File: config.mk
export PLATFORM = sky130hd
export DESIGN_NAME = game_target_gen_flat
export DESIGN_NICKNAME = d
export VERILOG_FILES = /design/src/rtl/game_pkg.sv /design/src/rtl/game_target_gen_if.sv /design/src/rtl/game_target_gen.sv /design/src/flat_wrapper.sv
export SDC_FILE = /design/constraint.sdc
export NUM_CORES = 1
export LEC_CHECK = 0
export BUFFER_PORTS_ARGS = -buffer_cell sky130_fd_sc_hd__buf_2
export CAP_MARGIN = 40
export CORE_MARGIN = 3
export CORE_UTILIZATION = 59
export DETAILED_ROUTE_END_ITERATION = 12
export PLACE_DENSITY = 0.88
export SYNTH_ARGS = -nofsm -noshare
export SYNTH_HDL_FRONTEND = slang
export SYNTH_SLANG_ARGS = --single-unit
export TNS_END_PERCENT = 5
File: constraint.sdc
create_clock -name clk -period 4.3 [get_ports clk]
set_input_delay 0 -clock clk [delete_from_list [all_inputs] [get_ports clk]]
set_output_delay 0 -clock clk [all_outputs]
set_load 0.02 [all_outputs]
File: src/rtl/game_pkg.sv
// Shared definitions for the number game: state encoding and the default
// target range / spin / retry constants used by the generator and controller.
package game_pkg;

    typedef enum logic [1:0] {
        IDLE = 2'd0,
        SPIN = 2'd1,
        HOLD = 2'd2
    } state_t;

    localparam int DEFAULT_N         = 8;
    localparam int DEFAULT_MAX_VAL   = 99;
    localparam int DEFAULT_MIN_SPIN  = 3;
    localparam int DEFAULT_MAX_TRIES = 16;

endpackage

File: src/rtl/game_target_gen_if.sv
// Bundle between the target generator, the game LFSR and the game controller.
// master is the generator side; slave is the LFSR/controller side.
interface game_target_gen_if
    import game_pkg::*;
#(
    parameter int N = DEFAULT_N
);
    logic [N-1:0] lfsr_q;
    logic         lfsr_en;
    logic         req;
    logic         target_ack;
    logic [N-1:0] target;
    logic         target_valid;
    logic         fallback;
    logic         busy;

    modport master (
        input  lfsr_q, req, target_ack,
        output lfsr_en, target, target_valid, fallback, busy
    );

    modport slave (
        output lfsr_q, req, target_ack,
        input  lfsr_en, target, target_valid, fallback, busy
    );
endinterface

File: src/rtl/game_target_gen.sv
// Random target generator: spins the LFSR, filters out-of-range and repeated
// values, and falls back to prev+1 after a bounded number of rejections.
module game_target_gen
    import game_pkg::*;
#(
    parameter int N         = DEFAULT_N,
    parameter int MAX_VAL   = DEFAULT_MAX_VAL,
    parameter int MIN_SPIN  = DEFAULT_MIN_SPIN,
    parameter int MAX_TRIES = DEFAULT_MAX_TRIES
) (
    input logic              clk,
    input logic              reset,
    game_target_gen_if.master bus
);

    localparam int SPIN_W = $clog2(MIN_SPIN) + 1;
    localparam int TRY_W  = $clog2(MAX_TRIES) + 1;

    localparam logic [SPIN_W-1:0] SPIN_LIMIT = SPIN_W'(MIN_SPIN);
    localparam logic [TRY_W-1:0]  TRY_LAST   = TRY_W'(MAX_TRIES - 1);
    localparam logic [N-1:0]      MAX_VAL_N  = N'(MAX_VAL);
    localparam logic [N-1:0]      ONE_N      = N'(1);

    state_t            state;
    state_t            state_next;
    logic [SPIN_W-1:0] spin_cnt;
    logic [TRY_W-1:0]  try_cnt;
    logic [N-1:0]      prev;
    logic [N-1:0]      target_r;
    logic              fallback_r;

    logic              spin_done;
    logic              evaluate;
    logic              accept;
    logic              last_try;
    logic [N-1:0]      fallback_val;

    logic              lfsr_en_c;
    logic              busy_c;
    logic              valid_c;

    // The round ends in the cycle that either accepts a value or records the last allowed rejection.
    always_comb begin
        spin_done    = (spin_cnt == SPIN_LIMIT);
        evaluate     = (state == SPIN) && spin_done;
        accept       = (bus.lfsr_q != '0) && (bus.lfsr_q <= MAX_VAL_N) && (bus.lfsr_q != prev);
        last_try     = (try_cnt == TRY_LAST);
        fallback_val = ((prev == MAX_VAL_N) || (prev == '0)) ? ONE_N : (prev + ONE_N);
    end

    // State register; reset drops straight back to IDLE so the LFSR stops immediately.
    always_ff @(posedge clk or posedge reset) begin
        if (reset) begin
            state <= IDLE;
        end else begin
            state <= state_next;
        end
    end

    // Next-state decode; req is only honoured in IDLE and ack only in HOLD.
    always_comb begin
        state_next = state;
        case (state)
            IDLE: if (bus.req) state_next = SPIN;
            SPIN: if (evaluate && (accept || last_try)) state_next = HOLD;
            HOLD: if (bus.target_ack) state_next = IDLE;
            default: state_next = IDLE;
        endcase
    end

    // Status outputs depend on the state register alone, never on inputs.
    always_comb begin
        lfsr_en_c = (state == SPIN);
        busy_c    = (state == SPIN) || (state == HOLD);
        valid_c   = (state == HOLD);
    end

    // Counters and the accepted target; target/prev/fallback only change when a round resolves.
    always_ff @(posedge clk or posedge reset) begin
        if (reset) begin
            spin_cnt   <= '0;
            try_cnt    <= '0;
            prev       <= '0;
            target_r   <= '0;
            fallback_r <= 1'b0;
        end else begin
            case (state)
                IDLE: begin
                    spin_cnt <= '0;
                    try_cnt  <= '0;
                end
                SPIN: begin
                    if (!spin_done) begin
                        spin_cnt <= spin_cnt + SPIN_W'(1);
                    end else if (accept) begin
                        target_r   <= bus.lfsr_q;
                        prev       <= bus.lfsr_q;
                        fallback_r <= 1'b0;
                    end else if (last_try) begin
                        target_r   <= fallback_val;
                        prev       <= fallback_val;
                        fallback_r <= 1'b1;
                    end else begin
                        try_cnt <= try_cnt + TRY_W'(1);
                    end
                end
                default: begin
                end
            endcase
        end
    end

    assign bus.lfsr_en      = lfsr_en_c;
    assign bus.busy         = busy_c;
    assign bus.target_valid = valid_c;
    assign bus.target       = target_r;
    assign bus.fallback     = fallback_r;

endmodule
File: src/flat_wrapper.sv
// flat-port wrapper written by rule: the top's interface ports become plain ports
module game_target_gen_flat import game_pkg::*;
#(
    parameter int N         = DEFAULT_N,
    parameter int MAX_VAL   = DEFAULT_MAX_VAL,
    parameter int MIN_SPIN  = DEFAULT_MIN_SPIN,
    parameter int MAX_TRIES = DEFAULT_MAX_TRIES
)
  (clk, reset, bus_lfsr_q, bus_req, bus_target_ack, bus_lfsr_en, bus_target, bus_target_valid, bus_fallback, bus_busy);
  game_target_gen_if #(.N(N)) bus_i ();
  input logic clk;
  input logic reset;
  input wire logic [$bits(bus_i.lfsr_q)-1:0] bus_lfsr_q;
  input wire logic [$bits(bus_i.req)-1:0] bus_req;
  input wire logic [$bits(bus_i.target_ack)-1:0] bus_target_ack;
  output wire logic [$bits(bus_i.lfsr_en)-1:0] bus_lfsr_en;
  output wire logic [$bits(bus_i.target)-1:0] bus_target;
  output wire logic [$bits(bus_i.target_valid)-1:0] bus_target_valid;
  output wire logic [$bits(bus_i.fallback)-1:0] bus_fallback;
  output wire logic [$bits(bus_i.busy)-1:0] bus_busy;
  assign bus_i.lfsr_q = bus_lfsr_q;
  assign bus_i.req = bus_req;
  assign bus_i.target_ack = bus_target_ack;
  assign bus_lfsr_en = bus_i.lfsr_en;
  assign bus_target = bus_i.target;
  assign bus_target_valid = bus_i.target_valid;
  assign bus_fallback = bus_i.fallback;
  assign bus_busy = bus_i.busy;
  game_target_gen #(.N(N), .MAX_VAL(MAX_VAL), .MIN_SPIN(MIN_SPIN), .MAX_TRIES(MAX_TRIES)) u_core (.clk(clk), .reset(reset), .bus(bus_i));
endmodule
Word-level counts from Yosys, hierarchy flattened

Index checks and enable logic that the tools add are counted.

Register bits: 19
Bits in latches: 0
Bits in writable memories: 0
ROM bits: 0
Input bits: 12
Output and inout port bits: 12
Word-level logic and storage cells: 53
Memories kept: 0

$add $sub $neg: 3
$mul: 0
Divide/modulo/power cells: 0
Magnitude comparators: 1
Eq/ne operators: 13
Shift operators: 0
Mux-type cells: 15
Bitwise gates (word level): 0
Reductions and logical operators: 16

Operator list:

| kind                  | number |
|---|---|
| $mux W8               | 3 |
| $mux W5               | 3 |
| $ne A2 B2 Y1 const B  | 5 |
| $pmux W5 S2           | 1 |
| $add A8 B1 Y8 const B | 1 |
| $eq A8 B7 Y1 const B  | 1 |
| $le A8 B7 Y1 const B  | 1 |
| $logic_not A8 Y1      | 1 |
| $ne A8 B8 Y1          | 1 |
| $reduce_bool A8 Y1    | 1 |
| $mux W2               | 3 |
| $pmux W2 S3           | 1 |
| $pmux W3 S2           | 1 |
| $reduce_and A3 Y1     | 2 |
| $add A5 B1 Y5 const B | 1 |
| $eq A5 B4 Y1 const B  | 1 |
| $logic_and A1 B1 Y1   | 4 |
| $ne A2 B1 Y1 const B  | 2 |
| $reduce_and A4 Y1     | 1 |
| $reduce_bool A2 Y1    | 2 |
| $add A3 B1 Y3 const B | 1 |
| $eq A3 B2 Y1 const B  | 1 |
| $logic_or A1 B1 Y1    | 3 |
| $mux W3               | 1 |
| 5 further kinds       | 6 |

Depth between registers and ports, before layout

Gate-level depths: netlist (run 1).

Word-level depth: 7
Mapped depth: 9
Mapped depth without buffers: 8

Worst setup path after synthesis (run 1)

Ideal clock, no wire load.

Path type: reg2reg
Start: register u_core.state[1]
End: register u_core.try_cnt[0]
Library setup time: 0.121 ns
Data arrival time: 1.903 ns
Required time: 4.179 ns
Path slack: 2.276 ns
Stages on the path, launching flop included: 9
Path buffers: 1
Period minus slack after synthesis: 2.024 ns
Cell sequence: dfrtp_1 -> inv_1 -> ha_1 -> clkbuf_1 -> nor2_1 -> nor2_1 -> nor2_1 -> mux2_2 -> a22o_1

Word-level cells in the longest chain between the ends: 3
Elaborated cells between the ends (all ways): 8
Classes of those cells: 4 x eq/ne; 1 x mux; 3 x reduce/logical

Ends and longest elaborated chain:

| what                                                  | line                   | source |
|---|---|---|
| start, declared                                       | game_target_gen.sv:24  | `state_t state;` |
| start signal, assigned                                | game_target_gen.sv:56  | `state <= state_next;` |
| $eq A2 B1 Y1 *                                        | -                      |  |
| via bus_lfsr_en                                       | flat_wrapper.sv:16     | `output wire logic [$bits(bus_i.lfsr_en)-1:0] bus_lfsr_en;` |
| $ne A2 B1 Y1 (no source line) (tied with other cells) | -                      |  |
| $reduce_and A4 Y1 (no source line)                    | -                      |  |
| end signal, assigned                                  | game_target_gen.sv:104 | `try_cnt <= try_cnt + TRY_W'(1);` |
| end, declared                                         | game_target_gen.sv:27  | `logic [TRY_W-1:0] try_cnt;` |

Mark *: on every way through the listed nets, which the timed path passes. The rest lies on a longest branch.
A chain may end at the register's enable or synchronous reset.

Final worst setup path (run 1)

Start: input port bus_lfsr_q[2]
End: register u_core.prev[1]

Word-level cells in the longest chain between the ends: 5
Elaborated cells between the ends (all ways): 8
Classes of those cells: 1 x order compare; 1 x eq/ne; 1 x mux; 5 x reduce/logical

Ends and longest elaborated chain:

| what                                               | line                   | source |
|---|---|---|
| start, declared                                    | flat_wrapper.sv:13     | `input wire logic [$bits(bus_i.lfsr_q)-1:0] bus_lfsr_q;` |
| $le A8 B7 Y1 or $reduce_bool A8 Y1 (tied branches) | game_target_gen.sv:46  | `accept = (bus.lfsr_q != '0) && (bus.lfsr_q <= MAX_VAL_N) && (bus.lfsr_q != prev);` |
| $logic_and A1 B1 Y1                                | game_target_gen.sv:46  |  |
| $logic_and A1 B1 Y1 *                              | game_target_gen.sv:46  |  |
| $reduce_bool A2 Y1 (no source line)                | -                      |  |
| $reduce_and A3 Y1 (no source line)                 | -                      |  |
| end signal, assigned                               | game_target_gen.sv:97  | `prev <= bus.lfsr_q;` |
| end signal, assigned                               | game_target_gen.sv:101 | `prev <= fallback_val;` |
| end, declared                                      | game_target_gen.sv:28  | `logic [N-1:0] prev;` |

Mark *: on every way between the ends. The rest lies on a longest branch, timed or not.

==> run summary, run 1 <==
Outcome: completed
Clock root buffer master: clkbuf_4
Rows: 16
Die Width: 53.8 um
Clk sinks: 19
Cell area after synthesis: 0.00135 sq mm
Worst EP required: 4550 ps
DR vias: 1236
Worst Skew: 3.07 ps
Finished Core Util: 73.5%
Max-cap violations: 0
Main combinational cell family by area after synthesis: simple AND/OR/NAND/NOR gates
Total gr overflow: 0
DR pass1 iterations: 4
Critical Path Source Type: input pin
Setup crit end kind: flop
Synth Area in Compound Gates: 19.3%
CTS clock-pin slew for the worst setup and hold paths: 120 ps
Layout Cells excl Fill: 201
Die Ht: 53.8 um
Synth Net Count: 172
RSZ-0062 raised after global routing: false
DP Wirelength: 2.45 mm
Maximum root-to-sink buffer count: 2
Hold Fails Final Rpt: 0
Fraction of synthesized area in multiplexers: 3.16%
Flops & latches, synth: 19
Critical Setup Path Class: input pin to flop
H-tree depth: 1
DRC: 0
Share of the synthesized area in the top cell type: 35.3%
Num CTS Buffers: 3
Max-slew headroom: 46.9%
Syn. warnings: 0
Layout cells sized above 1: 20.7%
Worst-Margin Slew: 796 ps
IO buf count: 23
CP arrival: 2850 ps
Initial Utilization: 65.3%
Largest fanout on the critical path: 11
Synth top area cells: dfrtp_1 35%, ha_1 8.4%, xor2_1 5.2%
Largest net degree at the start of global routing: 20
Filler cell count: 149
Total Wirelength: 3.30 mm
Fmax: 384 MHz
Initial antenna violation count: 0
Post-synth top area cell: dfrtp_1
Synth Area in XOR/XNOR: 5.86%
WL/cell: 16.4 um
Peak VDD IR: 0.498 mV
Post-synthesis sequential area ratio: 35.3%
Post-DRT Antenna Nets: 0
Vias in the first global route: 1156
Final setup fails: 0
Post-Synth Adder-Cell Area: 8.36%
Number of vias per cell: 6.15
Iter 0 DRT Violations: 60
CORE AREA: 0.00206 sq mm
Hold slack: 12.4 ps
R2R setup slack: 1840 ps
Synthesized instance count: 151
Fin Setup TNS: 0 ps
Setup repair bufs after CTS: 0
# placed instances: 192
Final Power: 0.000959 W
Synth cell types: 46
Nets: 196
Final Max Slew Viols: 0
Hold Crit Class: input pin to flop
Clock Latency Late Sink: 320 ps
Antenna diode count: 0
GR Util All Layers: 26.1%
GP Congestion: 0.942
CTS tree: yes
# IOs: 24
DIE AREA: 0.00289 sq mm
Area Overhead vs Synth: 12.5%
Crit path time final: 2600 ps
Pwr dens: 633 mW/mm^2
Leak: 0.722 nW
Final Cycle Share: 60.6%
Synth Area in Simple Gates: 19.5%
First-pass GRT wire length: 5.33 mm
Mean Syn Cell Area: 8.92 sq um
-- critical path, cell delays in order --
cell and delay [ps]:
dlygate4sd3_1 540, buf_2 160, o311ai_0 410, o41ai_2 160, a211oi_2 650, nor2b_1 570
a221oi_1 190, a21oi_1 170
-- repair_timing --
item	4_1_cts	5_1_grt
endpoints found under the hold margin	23	0
resized for setup	0	0
hold buffers	5	0
-- cells in the final DEF, fill, tap and decap left out, types with 3 or more instances in the layout --
master         Yosys  routed
ha_1               9       9
nand3_1           11      11
dfrtp_1           19      19
xor2_1             8       8
nand2_1           13      13
clkbuf_4           0       3
a22o_1             3       3
o21ai_0            3       3
inv_1             15      15
buf_2              1      23
dlygate4sd3_1      0       5
nor2_1            12      12
a21oi_1            7       7
nor4_1             3       3
o211ai_1           3       3
-- flip-flops by register name, indices dropped and copies added, names as in the netlist --
register,flops
u_core.state,2
u_core.spin_cnt,3
u_core.try_cnt,5
u_core.prev,8
u_core.bus.fallback,1
-- cell type report --
class / count / area [sq um] / share of cell area (%)
Timing Repair Buffer: 28 / 165 / 10.9
Multi-Input combinational cell: 108 / 757 / 50.0
Inverter: 15 / 56.3 / 3.72
Clock buffer: 3 / 22.5 / 1.49
Sequential cell: 19 / 475 / 31.4
Clock inverter: 1 / 5.00 / 0.330
Tap cell: 27 / 33.8 / 2.23
-- cell usage after synthesis (all sizes together) --
| cell | n |
|---|---|
| dfrtp | 19 |
| inv | 15 |
| nand2 | 13 |
| nor2 | 12 |
| nand3 | 11 |
| ha | 9 |
| a21oi | 8 |
| xor2 | 8 |
| buf | 5 |
| a22o | 4 |
| clkbuf | 4 |
| o21ai | 4 |
| nor4 | 3 |
| o211ai | 3 |
| a221oi | 2 |
| a31oi | 2 |
| and3 | 2 |
| mux2 | 2 |
| mux2i | 2 |
| nand4 | 2 |
| o311ai | 2 |
| or2 | 2 |
| a211oi | 1 |
| a21o | 1 |
| a22oi | 1 |
| a311oi | 1 |
| a32oi | 1 |
| nand2b | 1 |
| nand3b | 1 |
| nand4b | 1 |
| nor2b | 1 |
| nor3 | 1 |
| nor3b | 1 |
| nor4b | 1 |
| o22ai | 1 |
| o31ai | 1 |
| o41ai | 1 |
| or4 | 1 |
| xnor2 | 1 |
-- final timing paths --
kind	depth (start not counted)	endpoint	start
worst max-delay path	8	u_core.prev[1]$_DFFE_PP0P_	bus_lfsr_q[2]
worst min-delay path	3	u_core.prev[3]$_DFFE_PP0P_	bus_lfsr_q[3]
worst max register to register	6	u_core.prev[1]$_DFFE_PP0P_	u_core.prev[1]$_DFFE_PP0P_
worst min register to register	2	u_core.bus.fallback$_DFFE_PP0P_	u_core.bus.fallback$_DFFE_PP0P_
max in group asynchronous	3	u_core.try_cnt[1]$_DFFE_PP0P_	reset
min in group asynchronous	3	u_core.prev[1]$_DFFE_PP0P_	reset
-- power by group --
group / internal (W) / total (W) / leakage (nW) / switching (W)
registers: 0.000250 / 0.000345 / 0.236 / 0.0000949
clock network: 0.0000349 / 0.0000996 / 0.0177 / 0.0000647
logic: 0.000203 / 0.000514 / 0.469 / 0.000311
total: 0.000488 / 0.000959 / 0.722 / 0.000471
-- logic make-up (layout without fill, tap and decap cells) --
logic type      after synthesis  after routing
buf+inv                      24             47
mux                           4              4
compound gates               33             33
simple gates                 53             53
xor+xnor                      9              9
fa+ha+maj                     9              9
flops                        19             19
-- stage by stage --
step / instance area, sq um / setup slack, ps
finish: 1520 / 1700
global route: 1520 / 1570
CTS: 1520 / 1750
detailed placement: 1440 / 1910
global placement: 1440 / 1990
floorplan: 1350 / 2280
-- metal layers --
layer	GRT usage (%)	part of all wire, %	routed length (um)	vias to the layer above
met5	0	0	0	-
met4	12.8	2.1	68	0
met3	4.99	6.4	212	7
met2	40.5	48	1590	50
met1	34.6	43	1430	597
li1	-	-	-	582
(Power assumes the default switching activity.)
==> inputs of run 2 (changes only) <==
--- a/config.mk
+++ b/config.mk
@@ -8,9 +8,9 @@
 export BUFFER_PORTS_ARGS = -buffer_cell sky130_fd_sc_hd__buf_2
 export CAP_MARGIN = 40
 export CORE_MARGIN = 3
-export CORE_UTILIZATION = 59
+export CORE_UTILIZATION = 55
 export DETAILED_ROUTE_END_ITERATION = 12
-export PLACE_DENSITY = 0.88
+export PLACE_DENSITY = 0.83
 export SYNTH_ARGS = -nofsm -noshare
 export SYNTH_HDL_FRONTEND = slang
 export SYNTH_SLANG_ARGS = --single-unit
==> constraint.sdc (replaced) <==
create_clock -name clk -period 2.5 [get_ports clk]
set_input_delay 0 -clock clk [delete_from_list [all_inputs] [get_ports clk]]
set_output_delay 0 -clock clk [all_outputs]
set_load 0.02 [all_outputs]
==> run 2 against run 1 <==
Effect of this change:
- cell count is 1.5% higher
- final area increased by 1.2%
- die area up 6.4%
- count of clock-buffer cells in the layout increased by 1
- routed wire length shrank 11%
- via count shrank 1.6%
- critical endpoint unchanged
==> run summary, run 2 (synthesis gave the netlist of run 1 again) <==
Antenna diode count: 0
DP Wirelength: 2.19 mm
CTS clock-pin slew for the worst setup and hold paths: 110 ps
Crit path cell chain: dlygate4sd3_1 -> buf_2 -> o311ai_0 -> o41ai_2 -> a211oi_4 -> nor2b_1 -> a221oi_1 -> a21oi_1
Num CTS Buffers: 3
Psw: 0.000767 W
DRC: 0
Final Max Slew Viols: 0
Max-slew headroom: 50.5%
First-pass GRT wire length: 5.03 mm
Most frequent cells in the layout: 23 x buf_2, 19 x dfrtp_1, 15 x inv_1
# placed instances: 197
GR Util All Layers: 20.3%
Crit path time final: 2320 ps
GR Util met1: 25.4%
WL/cell: 14.4 um
Clk sinks: 19
Initial antenna violation count: 0
Share of total power in sequential cells: 35.1%
Total gr overflow: 0
Setup crit end kind: flop
Layout Cells excl Fill: 204
CORE AREA: 0.00228 sq mm
Initial Utilization: 59.2%
Clock Latency Late Sink: 300 ps
DIE AREA: 0.00308 sq mm
Number of vias per cell: 5.96
Clock power share: 9.9%
Int Pwr: 0.000860 W
Commonest non-fill, non-tap cell in the layout: buf_2
DR vias: 1216
CP arrival: 2570 ps
Largest Register: u_core.prev
Combinational Power Share: 55.1%
Worst path slowest cell: dlygate4sd3_1
Max reg flops: 8
Largest net degree at the start of global routing: 20
Sw Share: 47.1%
Die Ht: 55.5 um
Outcome: completed
Max-cap violations: 0
Post-DRT Antenna Nets: 0
Die Width: 55.5 um
Crit path max-delay family: compound AO/OA/AOI/OAI gates
Filler cell count: 187
Clock root buffer master: clkbuf_4
Largest fanout on the critical path: 11
Leak: 0.731 nW
Vias in the first global route: 1152
Worst Skew: 2.20 ps
GP Congestion: 0.989
# IOs: 24
Crit path buf inv count: 2
Critical Path Source Type: input pin
Hold Crit Class: input pin to flop
Iter 0 DRT Violations: 63
Maximum root-to-sink buffer count: 2
Layout cells sized above 1: 22.2%
Met2 Use GR: 32.1%
Hold slack: 10.3 ps
Finished Core Util: 67.3%
Setup repair bufs after CTS: 0
GR peak layer: met2
H-tree depth: 1
Slowest stage delay, CP: 530 ps
Rows: 17
Fin Setup TNS: 0 ps
RSZ-0062 raised after global routing: false
Hold Fails Final Rpt: 0
Worst EP required: 2740 ps
Final Cycle Share: 93.0%
Critical Setup Path Class: input pin to flop
IO buf count: 23
Peak VDD IR: 0.729 mV
Worst-Margin Slew: 742 ps
CTS tree: yes
DR pass1 iterations: 4
Nets: 198
Fmax: 430 MHz
Largest regs: u_core.prev (8), u_core.try_cnt (5), u_core.spin_cnt (3)
Total Wirelength: 2.94 mm
Final setup fails: 0
Area Overhead vs Synth: 13.8%
Met3 usage: 4.21%
Pwr dens: 1060 mW/mm^2
==> run 2: changes by cell type in the layout (fill, tap and decap cells not counted), sizes merged <==
| cell | previous run | this run |
|---|---|---|
| clkinv | 1 | 0 |
| clkbuf | 3 | 4 |
| buf | 23 | 27 |
| dlygate4sd3 | 5 | 3 |
==> run 2: cell type report <==
type                       count  area [sq um]  share of cell area [%]
clock buffer                   4          26.3                    1.71
inverter                      15          56.3                    3.67
multi-input combinational    108           764                    49.9
sequential                    19           475                    31.0
tap                           28          35.0                    2.29
timing repair buffer          30           175                    11.4
==> run 2: per-stage QoR <==
step	instance area [sq um]	setup WS (ps)	power, W
2_1_floorplan	1350	476	0.00122
3_3_place_gp	1470	334	0.00143
3_5_place_dp	1470	228	0.00147
4_1_cts	1530	47.0	0.00163
5_1_grt	1530	26.2	0.00178
6_report	1530	176	0.00163
==> run 2: layer usage <==
metal / vias to the layer above / wire [um]
li1: 589 / -
met1: 558 / 1220
met2: 60 / 1410
met3: 9 / 220
met4: 0 / 87
met5: - / 0
==> run 2: timing repair <==
action	4_1_cts	5_1_grt
endpoints found under the hold margin	21	0
gates resized for setup	0	1
hold buffers	3	0
endpoints found under the setup margin	0	10
==> run 2: power groups by stage <==
| stage | clock (W) | sequential, W | combinational (W) |
|---|---|---|---|
| floorplan | 0 | 0.000630 | 0.000589 |
| global placement | 0 | 0.000566 | 0.000861 |
| detailed placement | 0 | 0.000576 | 0.000890 |
| CTS | 0.000164 | 0.000571 | 0.000900 |
| global route | 0.000181 | 0.000592 | 0.00100 |
| finish | 0.000160 | 0.000571 | 0.000897 |
==> run 2: worst register-to-register path, delay by kind of cell (launching register included) <==
family | cells | cell delay [ps]
xor gates and xnor gates | 1 | 190
buffers and inverters | 1 | 210
AOI/OAI and AO/OA | 4 | 760
and+or+nand+nor | 1 | 510
DFF | 1 | 490
==> run 2: final timing paths <==
path                                            startpoint                               to  slack (ps)  depth (start not counted)
setup reg to reg                u_core.prev[6]$_DFFE_PP0P_       u_core.prev[3]$_DFFE_PP0P_         260                          7
min in group asynchronous                            reset       u_core.prev[3]$_DFFE_PP0P_         360                          3
hold reg to reg            u_core.bus.fallback$_DFFE_PP0P_  u_core.bus.fallback$_DFFE_PP0P_         520                          2
hold / removal                               bus_lfsr_q[2]       u_core.prev[2]$_DFFE_PP0P_          10                          3
max in group asynchronous                            reset    u_core.try_cnt[3]$_DFFE_PP0P_        1680                          3
setup / recovery                             bus_lfsr_q[3]       u_core.prev[1]$_DFFE_PP0P_         180                          8
==> inputs of run 3 (changes only) <==
--- a/config.mk
+++ b/config.mk
@@ -5,7 +5,7 @@
 export SDC_FILE = /design/constraint.sdc
 export NUM_CORES = 1
 export LEC_CHECK = 0
-export BUFFER_PORTS_ARGS = -buffer_cell sky130_fd_sc_hd__buf_2
+export BUFFER_PORTS_ARGS = -buffer_cell sky130_fd_sc_hd__buf_4
 export CAP_MARGIN = 40
 export CORE_MARGIN = 3
 export CORE_UTILIZATION = 55
==> run 3 against run 2 <==
Effect of this change:
- utilization increased by 4.3 points
- cell count increased by 2.0%
- clock power up 2%
- power up 4.8%
- largest cell class unchanged
- largest power group unchanged
==> run summary, run 3 (synthesis gave the netlist of run 1 again) <==
Finished Core Util: 71.7%
H-tree depth: 1
Largest regs: u_core.prev (8), u_core.try_cnt (5), u_core.spin_cnt (3)
Largest Register: u_core.prev
Layout Cells excl Fill: 208
Max reg flops: 8
Clock power share: 9.6%
Crit path time final: 2290 ps
GR Util All Layers: 21.0%
# placed instances: 198
CTS clock-pin slew for the worst setup and hold paths: 120 ps
Area Overhead vs Synth: 21.2%
Post-DRT Antenna Nets: 0
Largest fanout on the critical path: 11
Critical Setup Path Class: flop to flop
First-pass GRT wire length: 5.19 mm
Combinational Power Share: 57.6%
DRC: 0
Die Width: 55.5 um
Number of vias per cell: 5.83
Worst EP required: 2730 ps
DR vias: 1212
Outcome: completed
DR pass1 iterations: 4
Total gr overflow: 0
Initial Utilization: 59.2%
Clock Latency Late Sink: 310 ps
Peak VDD IR: 0.732 mV
DIE AREA: 0.00308 sq mm
R2R setup slack: 210 ps
Vias in the first global route: 1161
Sw Share: 45.8%
Nets: 202
Final Cycle Share: 91.4%
Clock root buffer master: clkbuf_4
Fin Setup TNS: 0 ps
Worst-Margin Slew: 722 ps
Hold Crit Class: input pin to flop
RR Startpoint: u_core.prev[5]$_DFFE_PP0P_
Final setup fails: 0
Layout cells sized above 1: 22.8%
Clk sinks: 19
WL/cell: 14.5 um
GP Congestion: 0.938
R2R Path End: u_core.prev[3]$_DFFE_PP0P_
Total Wirelength: 3.02 mm
Num CTS Buffers: 3
Max-cap violations: 0
Fmax: 437 MHz
Antenna diode count: 0
Initial antenna violation count: 0
Maximum root-to-sink buffer count: 2
Share of total power in sequential cells: 32.8%
DP Wirelength: 2.30 mm
Rows: 17
Largest net degree at the start of global routing: 20
Worst Skew: 7.80 ps
Hold wc startpoint: bus_lfsr_q[1]
Filler cell count: 168
CP arrival: 2520 ps
Max-slew headroom: 51.8%
Die Ht: 55.5 um
Most frequent cells in the layout: 28 x buf_4, 19 x dfrtp_1, 15 x inv_1
Int Pwr: 0.000924 W
# IOs: 24
Psw: 0.000781 W
Commonest non-fill, non-tap cell in the layout: buf_4
Final Max Slew Viols: 0
R2r worst-path depth: 7
CP startpoint: u_core.prev[5]$_DFFE_PP0P_
Critical Path Sink: u_core.prev[3]$_DFFE_PP0P_
Iter 0 DRT Violations: 57
Setup crit end kind: flop
Leak: 0.766 nW
Hold Fails Final Rpt: 0
Critical Path Source Type: flop
IO buf count: 23
CTS tree: yes
CORE AREA: 0.00228 sq mm
Pwr dens: 1050 mW/mm^2
## run 3: cell types whose count changed in the layout (fill, tap and decap cells not counted)
cell,previous run,this run
buf_4,4,28
buf_2,23,0
dlygate4sd3_1,3,6
clkbuf_1,1,0
clkinvlp_4,0,1
## run 3: layout make-up
type | instances | area, sq um | share of cell area (%)
clock inverter | 1 | 7.51 | 0.460
multi-input combinational | 108 | 764 | 46.9
sequential | 19 | 475 | 29.1
timing repair buffer | 34 | 270 | 16.6
tap | 28 | 35.0 | 2.15
clock buffer | 3 | 22.5 | 1.38
inverter | 15 | 56.3 | 3.45
## run 3: metrics by stage
stage	total power, W	setup slack [ps]	hold WS, ps	instance area, sq um
after detailed placement	0.00154	108	164	1530
after global routing	0.00185	-6.47	82.8	1630
final	0.00171	214	8.60	1630
after global placement	0.00150	309	162	1530
after floorplan	0.00122	476	-48.9	1350
after CTS	0.00171	182	11.4	1620
## run 3: repair_timing
action | in CTS | in global routing
hold buffers | 6 | 0
hold endpoints to repair | 24 | 0
endpoints found under the setup margin | 0 | 4
buffers inserted | 0 | 0
resized for setup | 0 | 1
## run 3: worst min-delay path by stage
stage,to,slack [ps],depth (start not counted)
after floorplan,u_core.bus.fallback$_DFFE_PP0P_,-50,1
after global placement,u_core.bus.fallback$_DFFE_PP0P_,160,2
after detailed placement,u_core.bus.fallback$_DFFE_PP0P_,160,2
after CTS,u_core.prev[1]$_DFFE_PP0P_,10,3
after global routing,u_core.prev[1]$_DFFE_PP0P_,80,3
final,u_core.prev[1]$_DFFE_PP0P_,9,3
## run 3: per-layer routing
layer | wire length, um | track usage, % | vias to the layer above
met5 | 0 | 0 | -
met4 | 72 | 7.29 | 0
met3 | 200 | 5.61 | 10
met2 | 1500 | 36.3 | 40
met1 | 1240 | 25.0 | 569
li1 | - | - | 593
## run 3: worst max-delay path, cell delays in order (launching register included)
cell and delay (ps):
dfrtp_1 470, xor2_1 190, nor4_1 530, a211oi_4 230
a21oi_2 330, buf_4 220, a21oi_1 60, o211ai_1 160
## run 3: power groups by stage
stage	logic (W)	registers, W	clock network (W)
after floorplan	0.000589	0.000630	0
after global placement	0.000940	0.000557	0
after CTS	0.000983	0.000559	0.000168
final	0.000981	0.000560	0.000164
after detailed placement	0.000972	0.000565	0
after global routing	0.00109	0.000583	0.000183
